[src/rtl/demux_dispatcher.sv]
// Round-robin 1:4 dispatcher: one valid/ready input stream spread over four channels, skipping masked ones.
// Optional per-channel completed-transfer counters when DEMUX_DISPATCHER_CNT_EN is defined.
module demux_dispatcher #(
    parameter int DATA_W = 8
) (
    input  logic              clk,
    input  logic              rst,
    input  logic [3:0]        chan_en,
    input  logic              in_valid,
    output logic              in_ready,
    input  logic [DATA_W-1:0] in_data,
    output logic [3:0]        out_valid,
    input  logic [3:0]        out_ready,
    output logic [DATA_W-1:0] out_data,
    output logic [1:0]        sel,
    output logic              busy
`ifdef DEMUX_DISPATCHER_CNT_EN
    ,
    output logic [63:0]       beat_cnt
`endif
);

    typedef enum logic {IDLE = 1'b0, HOLD = 1'b1} state_t;

    state_t            state_reg, state_next;
    logic [1:0]        ptr_reg, ptr_next;
    logic [1:0]        sel_reg, sel_next;
    logic [DATA_W-1:0] data_reg, data_next;

    logic [3:0] rot_en;
    logic [1:0] offset;
    logic [1:0] nxt;
    logic       any_en;
    logic       done;
    logic       accept;

    // Enable mask rotated so bit 0 is the channel at ptr; lowest set bit wins.
    genvar gi;
    generate
        for (gi = 0; gi < 4; gi++) begin : g_rot
            assign rot_en[gi] = chan_en[ptr_reg + 2'(gi)];
        end
    endgenerate

    always_comb begin
        offset = 2'd0;
        for (int k = 3; k >= 0; k--) begin
            if (rot_en[k]) begin
                offset = 2'(k);
            end
        end
    end

    assign nxt      = ptr_reg + offset;
    assign any_en   = |chan_en;
    assign done     = (state_reg == HOLD) && out_ready[sel_reg];
    assign in_ready = any_en && ((state_reg == IDLE) || done);
    assign accept   = in_valid && in_ready;

    always_comb begin
        state_next = state_reg;
        ptr_next   = ptr_reg;
        sel_next   = sel_reg;
        data_next  = data_reg;
        if (accept) begin
            state_next = HOLD;
            ptr_next   = nxt + 2'd1;
            sel_next   = nxt;
            data_next  = in_data;
        end else if (done) begin
            state_next = IDLE;
        end
    end

    always_ff @(posedge clk) begin
        if (rst) begin
            state_reg <= IDLE;
            ptr_reg   <= 2'd0;
            sel_reg   <= 2'd0;
            data_reg  <= '0;
        end else begin
            state_reg <= state_next;
            ptr_reg   <= ptr_next;
            sel_reg   <= sel_next;
            data_reg  <= data_next;
        end
    end

    // Outputs come only from registers, so out_valid never follows out_ready combinationally.
    assign out_valid = (state_reg == HOLD) ? (4'd1 << sel_reg) : 4'd0;
    assign out_data  = data_reg;
    assign sel       = sel_reg;
    assign busy      = (state_reg == HOLD);

`ifdef DEMUX_DISPATCHER_CNT_EN
    generate
        for (gi = 0; gi < 4; gi++) begin : g_cnt
            logic [15:0] cnt_reg;
            always_ff @(posedge clk) begin
                if (rst) begin
                    cnt_reg <= 16'd0;
                end else if (done && (sel_reg == 2'(gi))) begin
                    cnt_reg <= cnt_reg + 16'd1;
                end
            end
            assign beat_cnt[16*gi +: 16] = cnt_reg;
        end
    endgenerate
`endif

endmodule

[config.mk]
export PLATFORM = sky130hd
export DESIGN_NAME = demux_dispatcher
export DESIGN_NICKNAME = d
export VERILOG_FILES = /design/src/rtl/demux_dispatcher.sv
export SDC_FILE = /design/constraint.sdc
export NUM_CORES = 1
export LEC_CHECK = 0
export CORE_MARGIN = 10
export CORE_UTILIZATION = 41
export DETAILED_ROUTE_END_ITERATION = 8
export PLACE_DENSITY_LB_ADDON = 0.05
export REMOVE_ABC_BUFFERS = 1
export SKIP_LAST_GASP = 1
export SLEW_MARGIN = 20
export SYNTH_ARGS = -nofsm -noshare
export SYNTH_HDL_FRONTEND = slang
export SYNTH_SLANG_ARGS = --single-unit
[constraint.sdc]
create_clock -name clk -period 5.5 [get_ports clk]
set_input_delay 0.55 -clock clk [delete_from_list [all_inputs] [get_ports clk]]
set_output_delay 0.55 -clock clk [all_outputs]
set_load 0.01 [all_outputs]
==> metrics.txt <==
status finished clean; vias 745; GRT Total Usage 0.112; CP max FO 3; post-synthesis register bit count 13; combinational power share 0.403; die width 61.8 um; max-cap violations 0; Top-Level Pins 35; Seq pwr share 0.404; Core Footprint 1690 um2; CP endpoint kind primary output; maximum clock frequency 361 MHz; final worst slack 2.73 ns; routed length per instance 13.7 um; Worst slew margin 0.676; Hold Buf Count CTS 0; Min-Delay Endpoint out_data[0]; Buffers on Ports 34; global-route wire length before repair 3310 um; most frequent cells in the layout clkdlybuf4s50_1, nand2_1, dfxtp_1; FILL cells 150; Post-CTS Setup Bufs 0; Hold Path Depth 2; RSZ-0062 raised after global routing no; global route overflow 0; crit path launch type input pin; synth top area cells dfxtp_1, nand2_1, a21oi_1; CTS H-tree lvls 1; fin crit share 0.504; die height 61.8 um; WS Path Type in -> out; clk sinks 13; placed insts 136; Mapped Area 716 um2; vias in the first global route 717; Synth area leader dfxtp_1; Tot Pwr 0.000307 W; share of post-route cells with drive strength above 1 0.0732; Sw Pwr 0.000103 W; TritonRoute pass-1 iters 4; Antenna Cells 0; Setup Skew 0.00234 ns; synth unique cells 29; R2R depth 8; Hold Fails Final Rpt 0; clock latency on the worst-skew pair 0.27 ns; Worst-Margin Slew 0.484 ns; Peak VDD IR 190 uV; Max Transition Viols Final 0; max reg flops 8; initial antenna violation count 0; CTS Buffer Depth 2; pre-CTS setup slack 2.70 ns; Sw Share 0.335; cts repair resizes 0; # nets final 144; Post-route DRC 0; Leak 0.406 nW; internal power 0.000204 W; post-synth top area share 0.364; Syn. warnings 0; register-to-register setup slack 3.27 ns; CP required 4.95 ns; worst r2r src ptr_reg[0]; Clk pwr share 0.193; Site Rows 15; DIE AREA 3820 um2; CP arrival 2.22 ns; Syn Inst Count 91; Non-Filler Instances 140; final worst path period need 2.77 ns; vias per cell 5.32; HPWL after detailed placement 1480 um; sequential share of the synthesized area 0.364; setup violators final 0; most common cell after layout, fill and taps aside clkdlybuf4s50_1; Final GP Congestion 0.628; Mean Syn Cell Area 7.86 um2; HP Start out_data[0]; worst r2r dst ptr_reg[1]; Initial Utilization 0.424; CTS tree yes; Root Buffer clkbuf_4; Routed Antenna Nets 0; Starting DRT DRC Count 18; CTS clk-pin slew, worst paths 0.08 ns; Post-Route Setup TNS 0 ns; cts bufs inserted 3; largest net degree at the start of global routing 14; Post-Route WL 1920 um; worst min-delay path category reg -> reg; Area growth, synth to finish 50.0%; PD cells 286 nW/um2
[power groups by stage]
stage | combinational (W) | sequential (W) | clock, W
2_1_floorplan | 0.0000722 | 0.000126 | 0
3_3_place_gp | 0.000123 | 0.000125 | 0
3_5_place_dp | 0.000125 | 0.000127 | 0
4_1_cts | 0.000126 | 0.000124 | 0.0000613
5_1_grt | 0.000138 | 0.000127 | 0.0000679
6_report | 0.000124 | 0.000124 | 0.0000592
[area by class of cell]
cell class	instances	area, um2	area share
sequential	13	260	0.242
tap	17	21.3	0.0198
clock buffer	3	22.5	0.0210
multi-input combinational	70	417	0.388
timing repair buffer	34	340	0.317
inverter	2	7.51	0.00699
clock inverter	1	5.00	0.00466
[critical path, stage by stage]
cell             delay, ns
clkdlybuf4s50_1       0.39
mux4_2                0.46
nand2b_1              0.18
a21boi_4              0.15
clkdlybuf4s50_1       0.49
[cells in the mapped netlist]
library cell	number
a211oi_2	1
a21boi_4	1
dfxtp_1	13
nor2_1	10
and3_1	1
o311a_1	1
a311oi_1	1
inv_1	2
o32ai_1	2
nor4_1	1
buf_2	4
mux4_2	1
nand2b_1	3
and3b_1	1
ha_1	1
nand2_1	19
or3_1	1
a211oi_1	1
nor3b_1	1
a32oi_1	1
nand3_1	1
o21ai_0	2
a21oi_1	12
nor3_1	2
xnor2_1	4
and2_4	1
clkbuf_1	1
buf_4	1
nand2_2	1
[per-layer routing]
layer  up-vias  part of all wire  global-route usage
met3         2              0.12              0.0711
met2        20              0.51               0.180
met1       343              0.37               0.125
li1        380                 -                   -
met4         0            0.0047              0.0191
met5         -                 0                   0
[how the worst max path moves through the flow]
stage | slack [ns] | startpoint | endpoint | cells past startpoint
6_report | 2.73 | out_ready[3] | in_ready | 5
5_1_grt | 2.64 | out_ready[1] | in_ready | 5
4_1_cts | 2.71 | out_ready[3] | in_ready | 5
2_1_floorplan | 3.41 | chan_en[0] | ptr_reg[1] | 9
3_3_place_gp | 2.72 | out_ready[3] | in_ready | 5
3_5_place_dp | 2.70 | chan_en[1] | ptr_reg[1] | 10
[kinds of logic (layout without fill, tap and decap cells)]
logic type	after synthesis	in the layout	synth area share
and+or+nand+nor	42	42	0.269
AOI/OAI and AO/OA	22	22	0.215
DFF	13	13	0.364
buffers and inverters	8	40	0.0542
xor gates and xnor gates	4	4	0.0489
adders and majority gates	1	1	0.0175
muxes	1	1	0.0315
[metrics by stage]
step | hold WS (ns) | area (um2) | util
after detailed placement | 0.447 | 1050 | 0.619
after floorplan | 0.474 | 684 | -
after global routing | 0.476 | 1070 | 0.636
final | 0.455 | 1070 | 0.636
after global placement | 0.441 | 1050 | 0.619
after CTS | 0.459 | 1070 | 0.636
Note: power is estimated with default switching activity, not from simulation.
